===== config.mk =====
export PLATFORM = sky130hd
export DESIGN_NAME = match_core
export DESIGN_NICKNAME = d
export VERILOG_FILES = /design/src/rtl/match_core.sv
export SDC_FILE = /design/constraint.sdc
export NUM_CORES = 1
export LEC_CHECK = 0
export CAP_MARGIN = 20
export CORE_ASPECT_RATIO = 0.8
export CORE_MARGIN = 2
export CORE_UTILIZATION = 60
export CTS_CLUSTER_SIZE = 40
export DETAILED_ROUTE_END_ITERATION = 6
export DONT_BUFFER_PORTS = 1
export PLACE_DENSITY = 0.76
export SYNTH_ARGS = -nofsm -noshare
export SYNTH_HDL_FRONTEND = slang
export SYNTH_SLANG_ARGS = --single-unit

===== constraint.sdc =====
create_clock -name clk -period 3.3 [get_ports clk]
set_input_delay 0.165 -clock clk [delete_from_list [all_inputs] [get_ports clk]]
set_output_delay 0.165 -clock clk [all_outputs]
set_load 0.02 [all_outputs]

===== src/rtl/match_core.sv =====
// Match/round controller: per-player health lanes plus the IDLE/INTRO/FIGHT/KO/MATCH_OVER
// sequencer that runs the round timer, scores KOs and time-outs and decides the match.

module match_lane #(
   parameter int HP_W   = 8,
   parameter int MAX_HP = 100,
   parameter int DMG_W  = 6
) (
   input  logic             clk,
   input  logic             reset,
   input  logic             load_i,
   input  logic             apply_i,
   input  logic             hit_i,
   input  logic [DMG_W-1:0] dmg_i,
   output logic [HP_W-1:0]  hp_o
);
   localparam int SW = (HP_W > DMG_W) ? HP_W : DMG_W;

   logic [HP_W-1:0] hp_q, hp_d;
   logic [SW-1:0]   hp_x, dmg_x;

   // Saturating subtract: damage at or above remaining health pins the player at 0.
   always_comb begin
      hp_x  = SW'(hp_q);
      dmg_x = SW'(dmg_i);
      hp_d  = hp_q;
      if (load_i)
         hp_d = HP_W'(MAX_HP);
      else if (apply_i && hit_i)
         hp_d = (dmg_x >= hp_x) ? '0 : HP_W'(hp_x - dmg_x);
   end

   always_ff @(posedge clk or negedge reset) begin
      if (!reset) hp_q <= HP_W'(MAX_HP);
      else        hp_q <= hp_d;
   end

   assign hp_o = hp_q;
endmodule

module match_core #(
   parameter int NUM_PLAYERS   = 2,
   parameter int HP_W          = 8,
   parameter int MAX_HP        = 100,
   parameter int DMG_W         = 6,
   parameter int ROUNDS_TO_WIN = 2,
   parameter int MAX_ROUNDS    = 5,
   parameter int ROUND_FRAMES  = 5400,
   parameter int INTRO_FRAMES  = 120,
   parameter int KO_FRAMES     = 180,
   localparam int PID_W        = (NUM_PLAYERS > 1) ? $clog2(NUM_PLAYERS) : 1,
   localparam int TMR_W        = $clog2(ROUND_FRAMES + 1)
) (
   input  logic                         clk,
   input  logic                         reset,
   input  logic                         SCEN,
   input  logic                         start,
   input  logic [NUM_PLAYERS-1:0]       hit_valid,
   input  logic [NUM_PLAYERS*DMG_W-1:0] hit_dmg,
   output logic [2:0]                   state,
   output logic                         fight_en,
   output logic [NUM_PLAYERS*HP_W-1:0]  hp,
   output logic [NUM_PLAYERS*2-1:0]     wins,
   output logic [TMR_W-1:0]             round_timer,
   output logic [2:0]                   round_num,
   output logic                         ko_pulse,
   output logic                         winner_valid,
   output logic [PID_W-1:0]             winner_id,
   output logic                         match_draw
);
   localparam int PH_MAX = (INTRO_FRAMES > KO_FRAMES) ? INTRO_FRAMES : KO_FRAMES;
   localparam int PH_W   = $clog2(PH_MAX + 1);

   typedef enum logic [2:0] {
      S_IDLE  = 3'd0,
      S_INTRO = 3'd1,
      S_FIGHT = 3'd2,
      S_KO    = 3'd3,
      S_OVER  = 3'd4
   } state_e;

   typedef struct packed {
      logic             done;
      logic             win;
      logic [PID_W-1:0] id;
   } rnd_res_t;

   state_e                         state_q, state_d;
   logic [PH_W-1:0]                phase_q, phase_d;
   logic [TMR_W-1:0]               timer_q, timer_d;
   logic [NUM_PLAYERS-1:0][1:0]    wins_q, wins_d;
   logic [2:0]                     round_q, round_d;
   logic                           ko_q, ko_d;
   logic                           wv_q, wv_d;
   logic [PID_W-1:0]               wid_q, wid_d;
   logic                           draw_q, draw_d;
   logic                           fen_q, fen_d;
   logic                           hp_load, hp_apply;
   logic [NUM_PLAYERS-1:0][HP_W-1:0] hp_w;

   for (genvar g = 0; g < NUM_PLAYERS; g++) begin : g_lane
      match_lane #(.HP_W(HP_W), .MAX_HP(MAX_HP), .DMG_W(DMG_W)) u_lane (
         .clk     (clk),
         .reset   (reset),
         .load_i  (hp_load),
         .apply_i (hp_apply),
         .hit_i   (hit_valid[g]),
         .dmg_i   (hit_dmg[g*DMG_W +: DMG_W]),
         .hp_o    (hp_w[g])
      );
   end

   logic [2:0]       alive_cnt;
   logic [PID_W-1:0] alive_id, best_id;
   logic [HP_W-1:0]  best_hp;
   logic             best_tie;
   rnd_res_t         rnd;

   // Round scoring on registered health, so a hit is judged one cycle after it lands.
   always_comb begin
      alive_cnt = '0;
      alive_id  = '0;
      best_id   = '0;
      best_hp   = '0;
      best_tie  = 1'b0;
      for (int i = 0; i < NUM_PLAYERS; i++) begin
         if (hp_w[i] != '0) begin
            alive_cnt = alive_cnt + 3'd1;
            alive_id  = PID_W'(i);
         end
         if (hp_w[i] > best_hp) begin
            best_hp  = hp_w[i];
            best_id  = PID_W'(i);
            best_tie = 1'b0;
         end else if (hp_w[i] == best_hp) begin
            best_tie = 1'b1;
         end
      end
      rnd      = '0;
      rnd.done = (alive_cnt < 3'd2) || (timer_q == '0);
      rnd.win  = (alive_cnt == 3'd1) || ((alive_cnt != 3'd0) && !best_tie);
      rnd.id   = (alive_cnt == 3'd1) ? alive_id : best_id;
   end

   logic             match_won;
   logic [PID_W-1:0] match_id;

   always_comb begin
      match_won = 1'b0;
      match_id  = '0;
      for (int i = 0; i < NUM_PLAYERS; i++) begin
         if (wins_q[i] == 2'(ROUNDS_TO_WIN)) begin
            match_won = 1'b1;
            match_id  = PID_W'(i);
         end
      end
   end

   always_comb begin
      state_d  = state_q;
      phase_d  = phase_q;
      timer_d  = timer_q;
      wins_d   = wins_q;
      round_d  = round_q;
      ko_d     = 1'b0;
      wv_d     = wv_q;
      wid_d    = wid_q;
      draw_d   = draw_q;
      hp_load  = 1'b0;
      hp_apply = 1'b0;
      unique case (state_q)
         S_IDLE: begin
            if (start) begin
               state_d = S_INTRO;
               phase_d = '0;
               wins_d  = '0;
               round_d = '0;
               wv_d    = 1'b0;
               draw_d  = 1'b0;
               hp_load = 1'b1;
               timer_d = TMR_W'(ROUND_FRAMES);
            end
         end
         S_INTRO: begin
            if (SCEN) begin
               if (phase_q == PH_W'(INTRO_FRAMES - 1)) begin
                  state_d = S_FIGHT;
                  phase_d = '0;
               end else begin
                  phase_d = phase_q + 1'b1;
               end
            end
         end
         S_FIGHT: begin
            // The deciding cycle freezes health and timer so KO shows what was scored.
            if (rnd.done) begin
               state_d = S_KO;
               phase_d = '0;
               ko_d    = 1'b1;
               round_d = round_q + 3'd1;
               wv_d    = rnd.win;
               if (rnd.win) begin
                  wins_d[rnd.id] = wins_q[rnd.id] + 2'd1;
                  wid_d          = rnd.id;
               end
            end else begin
               hp_apply = 1'b1;
               if (SCEN && timer_q != '0) timer_d = timer_q - 1'b1;
            end
         end
         S_KO: begin
            if (SCEN) begin
               if (phase_q == PH_W'(KO_FRAMES - 1)) begin
                  phase_d = '0;
                  if (match_won) begin
                     state_d = S_OVER;
                     wv_d    = 1'b1;
                     wid_d   = match_id;
                  end else if (round_q == 3'(MAX_ROUNDS)) begin
                     state_d = S_OVER;
                     draw_d  = 1'b1;
                     wv_d    = 1'b0;
                  end else begin
                     state_d = S_INTRO;
                     hp_load = 1'b1;
                     timer_d = TMR_W'(ROUND_FRAMES);
                  end
               end else begin
                  phase_d = phase_q + 1'b1;
               end
            end
         end
         S_OVER: begin
            if (start) state_d = S_IDLE;
         end
         default: state_d = S_IDLE;
      endcase
      fen_d = (state_d == S_FIGHT);
   end

   always_ff @(posedge clk or negedge reset) begin
      if (!reset) begin
         state_q <= S_IDLE;
         phase_q <= '0;
         timer_q <= TMR_W'(ROUND_FRAMES);
         wins_q  <= '0;
         round_q <= '0;
         ko_q    <= 1'b0;
         wv_q    <= 1'b0;
         wid_q   <= '0;
         draw_q  <= 1'b0;
         fen_q   <= 1'b0;
      end else begin
         state_q <= state_d;
         phase_q <= phase_d;
         timer_q <= timer_d;
         wins_q  <= wins_d;
         round_q <= round_d;
         ko_q    <= ko_d;
         wv_q    <= wv_d;
         wid_q   <= wid_d;
         draw_q  <= draw_d;
         fen_q   <= fen_d;
      end
   end

   assign state        = state_q;
   assign fight_en     = fen_q;
   assign hp           = hp_w;
   assign wins         = wins_q;
   assign round_timer  = timer_q;
   assign round_num    = round_q;
   assign ko_pulse     = ko_q;
   assign winner_valid = wv_q;
   assign winner_id    = wid_q;
   assign match_draw   = draw_q;
endmodule


## Word level (Yosys, flattened, before mapping)

Cells that the tools add are included.

| word-level totals | value |
|---|---|
| flip-flop bits (word level) | 52 |
| output and inout port bits | 44 |
| bits of input ports | 18 |
| logic and storage cells | 165 |

| operators by class | value |
|---|---|
| $lt $le $gt $ge | 7 |
| add/subtract/negate cells | 7 |
| muxes and demuxes | 84 |
| eq/ne operators | 25 |
| reduce and logical (&&, ||, !) cells | 29 |

Operators by type and width:

| kind | number |
|---|---|
| 8-bit two-way mux | 13 |
| 13-bit two-way mux | 7 |
| 13-bit one-hot mux with 3 select lines | 1 |
| 3-bit two-way mux | 12 |
| 1-bit two-way mux | 35 |
| 8-bit one-hot mux with 4 select lines | 1 |
| 2-bit inequality test (second input constant) | 12 |
| 6-bit AND reduction | 3 |
| 6-bit by 8-bit greater-or-equal comparator with 1-bit output | 2 |
| 8-bit nonzero test | 2 |
| 8-bit by 6-bit subtractor with 8-bit output | 2 |
| 3-bit one-hot mux with 5 select lines | 1 |
| 13-bit logical NOT | 1 |
| 13-bit nonzero test | 1 |
| 13-bit by 1-bit subtractor with 13-bit output (second input constant) | 1 |
| 4-bit two-way mux | 3 |
| 2-bit nonzero test | 5 |
| 3-bit by 2-bit == test with 1-bit output (second input constant) | 3 |
| 8-bit by 1-bit adder with 8-bit output (second input constant) | 1 |
| 8-bit by 7-bit == test with 1-bit output (second input constant) | 1 |
| 8-bit == test | 1 |
| 8-bit == test (second input constant) | 1 |
| 8-bit by 1-bit greater-than comparator with 1-bit output (second input constant) | 1 |
| 8-bit greater-than comparator | 1 |
| other kinds (27) | 41 |

## Logic depth before layout (Yosys ltp)

| depth | value |
|---|---|
| word-level depth | 14 |
| mapped depth | 11 |
| mapped depth without buffers | 10 |

## By module

From an unflattened synthesis, not the netlist that was laid out.

| unflattened totals | value |
|---|---|
| cells, all modules | 427 |
| area total of the unflattened synthesis | 3,692.3 um^2 |

Modules (own cells, without submodules):

| module | instances | sequential area each (um^2) | cells each | area an instance (um^2) |
|---|---|---|---|---|
| match_core | 1 | 907.1 | 273 | 2,393.5 |
| match_lane | 2 | 203.9 | 77 | 649.4 |

## Least setup slack after synthesis

No wires, ideal clock.

| path | value |
|---|---|
| path type | register to register |
| start | register g_lane[0].u_lane.hp_q[1] |
| end | register wins_q (netlist bit wins[3]) |
| clock period less this slack | 2.476 ns |
| path slack | 0.824 ns |
| cell stages (with the launch flop) | 8 |
| library setup time | 0.131 ns |
| arrival | 2.344 ns |
| buffers on the path | 0 |
| path through | dfrtp_1 -> nor4_1 -> nand2_1 -> ha_1 -> a2111oi_0 -> or3b_2 -> o211a_1 -> o21ai_0 |

| on the way | value |
|---|---|
| cells in the longest elaborated chain, start to end | 14 |
| elaborated cells between the ends (all ways) | 37 |
| classes of those cells | add/sub (2); order compare (5); eq/ne (4); mux (17); reduce/logical (9) |

Ends and longest elaborated chain:

| item | RTL line | source |
|---|---|---|
| from (decl) | 19 | `logic [HP_W-1:0] hp_q, hp_d;` |
| from (signal assigned) | 34 | `if (!reset) hp_q <= HP_W'(MAX_HP);` |
| from (signal assigned) | 35 | `else hp_q <= hp_d;` |
| branches (longest 14 deep; another with 8-bit by 1-bit greater-than comparator with 1-bit output) | - |  |
| to (signal assigned) | 257 | `wins_q <= wins_d;` |
| to (decl) | 91 | `logic [NUM_PLAYERS-1:0][1:0] wins_q, wins_d;` |

Several ways; the timed one is not identified. The select of a mux whose other input is x is not followed.
A chain may end at the register's enable or synchronous reset.

## Worst setup path after layout

| path | value |
|---|---|
| start | register timer_q[0] (netlist: round_timer[0]) |
| end | register phase_q[2] |

| on the way | value |
|---|---|
| cells in the longest elaborated chain, start to end | 4 |

Ends and longest elaborated chain:

| item | RTL line | source |
|---|---|---|
| from (decl) | 90 | `logic [TMR_W-1:0] timer_q, timer_d;` |
| from (signal assigned) | 245 | `timer_q <= TMR_W'(ROUND_FRAMES);` |
| from (signal assigned) | 256 | `timer_q <= timer_d;` |
| 13-bit logical NOT | 140 | `rnd.done = (alive_cnt < 3'd2) \|\| (timer_q == '0);` |
| 1-bit logical OR | 140 |  |
| 2-bit inequality test (no line) | - |  |
| 5-bit AND reduction (no line) | - |  |
| to (signal assigned) | 255 | `phase_q <= phase_d;` |
| to (decl) | 89 | `logic [PH_W-1:0] phase_q, phase_d;` |

Every way passes these cells.

==> flow_metrics.env <==
export IMPL_status="finished, final reports clean"
export IMPL_register_area_um2=1320
export IMPL_initial_utilization_pct=61.9
export IMPL_final_period_utilization_pct=88.9
export IMPL_final_cell_count_no_fill=495
export IMPL_mostFrequentLayoutCells="dfrtp_1, inv_1, nor2_1, o21ai_0, nand2_1"
export IMPL_synthToLayoutAreaGrowth_pct=6.91
export IMPL_grt_max_degree=53
export IMPL_p_per_area_nw_per_um2=418
export IMPL_tightest_slew_ps=841
export IMPL_relSlewSlack_pct=43.4
export IMPL_gp_congestion=0.878
export IMPL_coreArea_um2=5880
export IMPL_crit_type="reg -> reg"
export IMPL_ys_ff_latch=52
export IMPL_first_pass_iters=5
export IMPL_yosys_warnings=0
export IMPL_synth_main_ff_cell="dfrtp_1"
export IMPL_dp_cells=484
export IMPL_post_drt_wl_per_cell_um=17.3
export IMPL_cts_made_buffers=5
export IMPL_finalHoldViolations=0
export IMPL_antenna_cells=0
export IMPL_clockRootBuffer="clkbuf_8"
export IMPL_dieHeight_um=73.6
export IMPL_postCtsSetupBuffers=0
export IMPL_crit_top_cell="o21ai_0"
export IMPL_dpl_worst_slack_ps=446
export IMPL_slowest_stage="or3b_2"
export IMPL_synth_edf_count=0
export IMPL_antenna_found_initial=0
export IMPL_clkLatencyLatePin_ps=320
export IMPL_grt_pass1_vias=2822
export IMPL_synth_nets=453
export IMPL_gr_total_overflow=0
export IMPL_min_period_ps=2930
export IMPL_netlist_area_um2=3640
export IMPL_cts_clk_slew_worst_paths_ps=110
export IMPL_drc_errors=0
export IMPL_die_x_um=91.1
export IMPL_arrival_ps=3100
export IMPL_io_pins=62
export IMPL_routed_wl_um=8590
export IMPL_drtIter0Drc=263
export IMPL_hold_ws_ps=29.8
export IMPL_dpl_hpwl_um=6420
export IMPL_io_buffers=0
export IMPL_drive_gt1_share_pct=9.90
export IMPL_slew_violations=0
export IMPL_vias=3192
export IMPL_ir_drop_mv=0.236
export IMPL_vias_per_cell=6.45
export IMPL_start_kind="flip-flop"
export IMPL_cts_tree="built"
export IMPL_worstHoldPathType="in -> reg"
export IMPL_clockBufferDepth=2
export IMPL_finalNetCount=458
export IMPL_setup_tns_ps=0
export IMPL_rsz0062_at_grt="no"
export IMPL_setup_viol=0
export IMPL_seq_area_frac_synth_pct=36.2
export IMPL_grt_pass1_wl_um=14000
export IMPL_htreeDepth=2
export IMPL_fmax_mhz=341
export IMPL_nFillCells=492
export IMPL_track_usage_pct=26.1
export IMPL_endpoint_kind="flip-flop"
export IMPL_path_max_fanout=10
export IMPL_synth_distinct_cells=71
export IMPL_final_common_cell="dfrtp_1"
export IMPL_worst_slack_ps=366
export IMPL_rows=25
export IMPL_critPathMaxStageDelay_ps=520
export IMPL_die_area_um2=6700
export IMPL_clock_sinks=52
export IMPL_multi_input_area_um2=2140
export IMPL_crit_path_cell_trace="inv_1 > ha_1 > or3b_2 > nand4bb_1 > a31oi_1 > a21oi_1 > o21ai_0 > o21ai_0"
export IMPL_drv_cap=0
export IMPL_power_total_mw=1.62
export IMPL_async_flop_share_pct=100
export IMPL_cp_required_ps=3470
export IMPL_avgSynthCellArea_um2=8.91
export IMPL_cp_top_family="simple AND/OR/NAND/NOR gates"
export IMPL_finClkSkew_ps=13.5
export IMPL_syn_inst=408
export IMPL_ant_nets=0
export IMPL_p_leak_nw=1.70
export IMPL_cp_num_buf_inv=1
==> path summary, 6_finish.rpt <==
check / from / to / slack (ps) / cells past startpoint
max in group asynchronous: reset / g_lane[0].u_lane.hp_o[6]$_DFFE_PN1P_ / 2650 / 2
min reg2reg: phase_q[7]$_DFFE_PN0P_ / phase_q[7]$_DFFE_PN0P_ / 530 / 1
min: start / state[2]$_DFF_PN0_ / 30 / 2
max reg2reg: round_timer[0]$_DFFE_PN0P_ / phase_q[2]$_DFFE_PN0P_ / 370 / 8
max: round_timer[0]$_DFFE_PN0P_ / phase_q[2]$_DFFE_PN0P_ / 370 / 8
min in group asynchronous: reset / g_lane[1].u_lane.hp_o[4]$_DFFE_PN0P_ / 350 / 2
==> synthesized netlist by cell type (8+ instances only) <==
| cell type | n | area (µm²) |
|---|---|---|
| inv_1 | 34 | 128 |
| nor2b_1 | 9 | 56.3 |
| ha_1 | 25 | 313 |
| a21oi_1 | 24 | 120 |
| nor2_1 | 33 | 124 |
| nor3_1 | 10 | 50.1 |
| nand2_1 | 27 | 101 |
| o21ai_0 | 28 | 140 |
| nor4_1 | 9 | 56.3 |
| dfrtp_1 | 41 | 1030 |
| dfstp_2 | 11 | 289 |
| nand4_1 | 8 | 50.1 |
| nand3_1 | 17 | 85.1 |
==> flip-flops by register name (all words and copies together) (netlist names) <==
signal and count:
fight_en 1, g_lane.u_lane.hp_o 16, ko_pulse 1, match_draw 1, phase_q 8, round_num 3, round_timer 13, state 3
winner_id 1, winner_valid 1, wins 4
==> stage by stage <==
| stage | instance area (µm²) | util (%) |
|---|---|---|
| 6_report | 3890 | 66.1 |
| 5_1_grt | 3890 | 66.1 |
| 4_1_cts | 3890 | 66.1 |
| 3_5_place_dp | 3730 | 63.4 |
| 3_3_place_gp | 3730 | 63.4 |
| 2_1_floorplan | 3640 | - |
==> final cells by class <==
| cell class | instances | share of cell area [%] |
|---|---|---|
| Tap cell | 81 | 2.61 |
| Sequential cell | 52 | 33.8 |
| Clock inverter | 3 | 1.19 |
| Timing Repair Buffer | 8 | 2.19 |
| Inverter | 34 | 3.28 |
| Clock buffer | 5 | 1.77 |
| Multi-Input combinational cell | 312 | 55.1 |
==> cells by family (layout without fill, tap and decap cells) <==
logic type	count (synthesis)	after routing	share of synthesized area [%]
flip-flops	52	52	36.2
XOR/XNOR	9	9	2.17
buffers and inverters	44	50	5.09
multiplexers	6	6	1.72
AND/OR/NAND/NOR	151	151	22.6
AO/OA/AOI/OAI	119	119	22.6
adder cells (fa/ha/maj)	27	27	9.70
==> repair_timing <==
action / CTS / global route
hold buffers: 3 / 0
gates resized for setup: 0 / 0
hold endpoints to repair: 53 / 0
==> layer usage <==
layer,vias to the layer above,track usage [%],part of all wire (%)
li1,1526,-,-
met1,1536,39.0,49
met2,125,39.2,43
met3,5,5.85,7.6
met4,0,5.39,0.64
met5,-,0,0
==> power by group <==
group	switching (mW)	internal (mW)
combinational	0.196	0.134
sequential	0.120	0.708
clock	0.237	0.229
total	0.553	1.07
(Power assumes the default switching activity.)
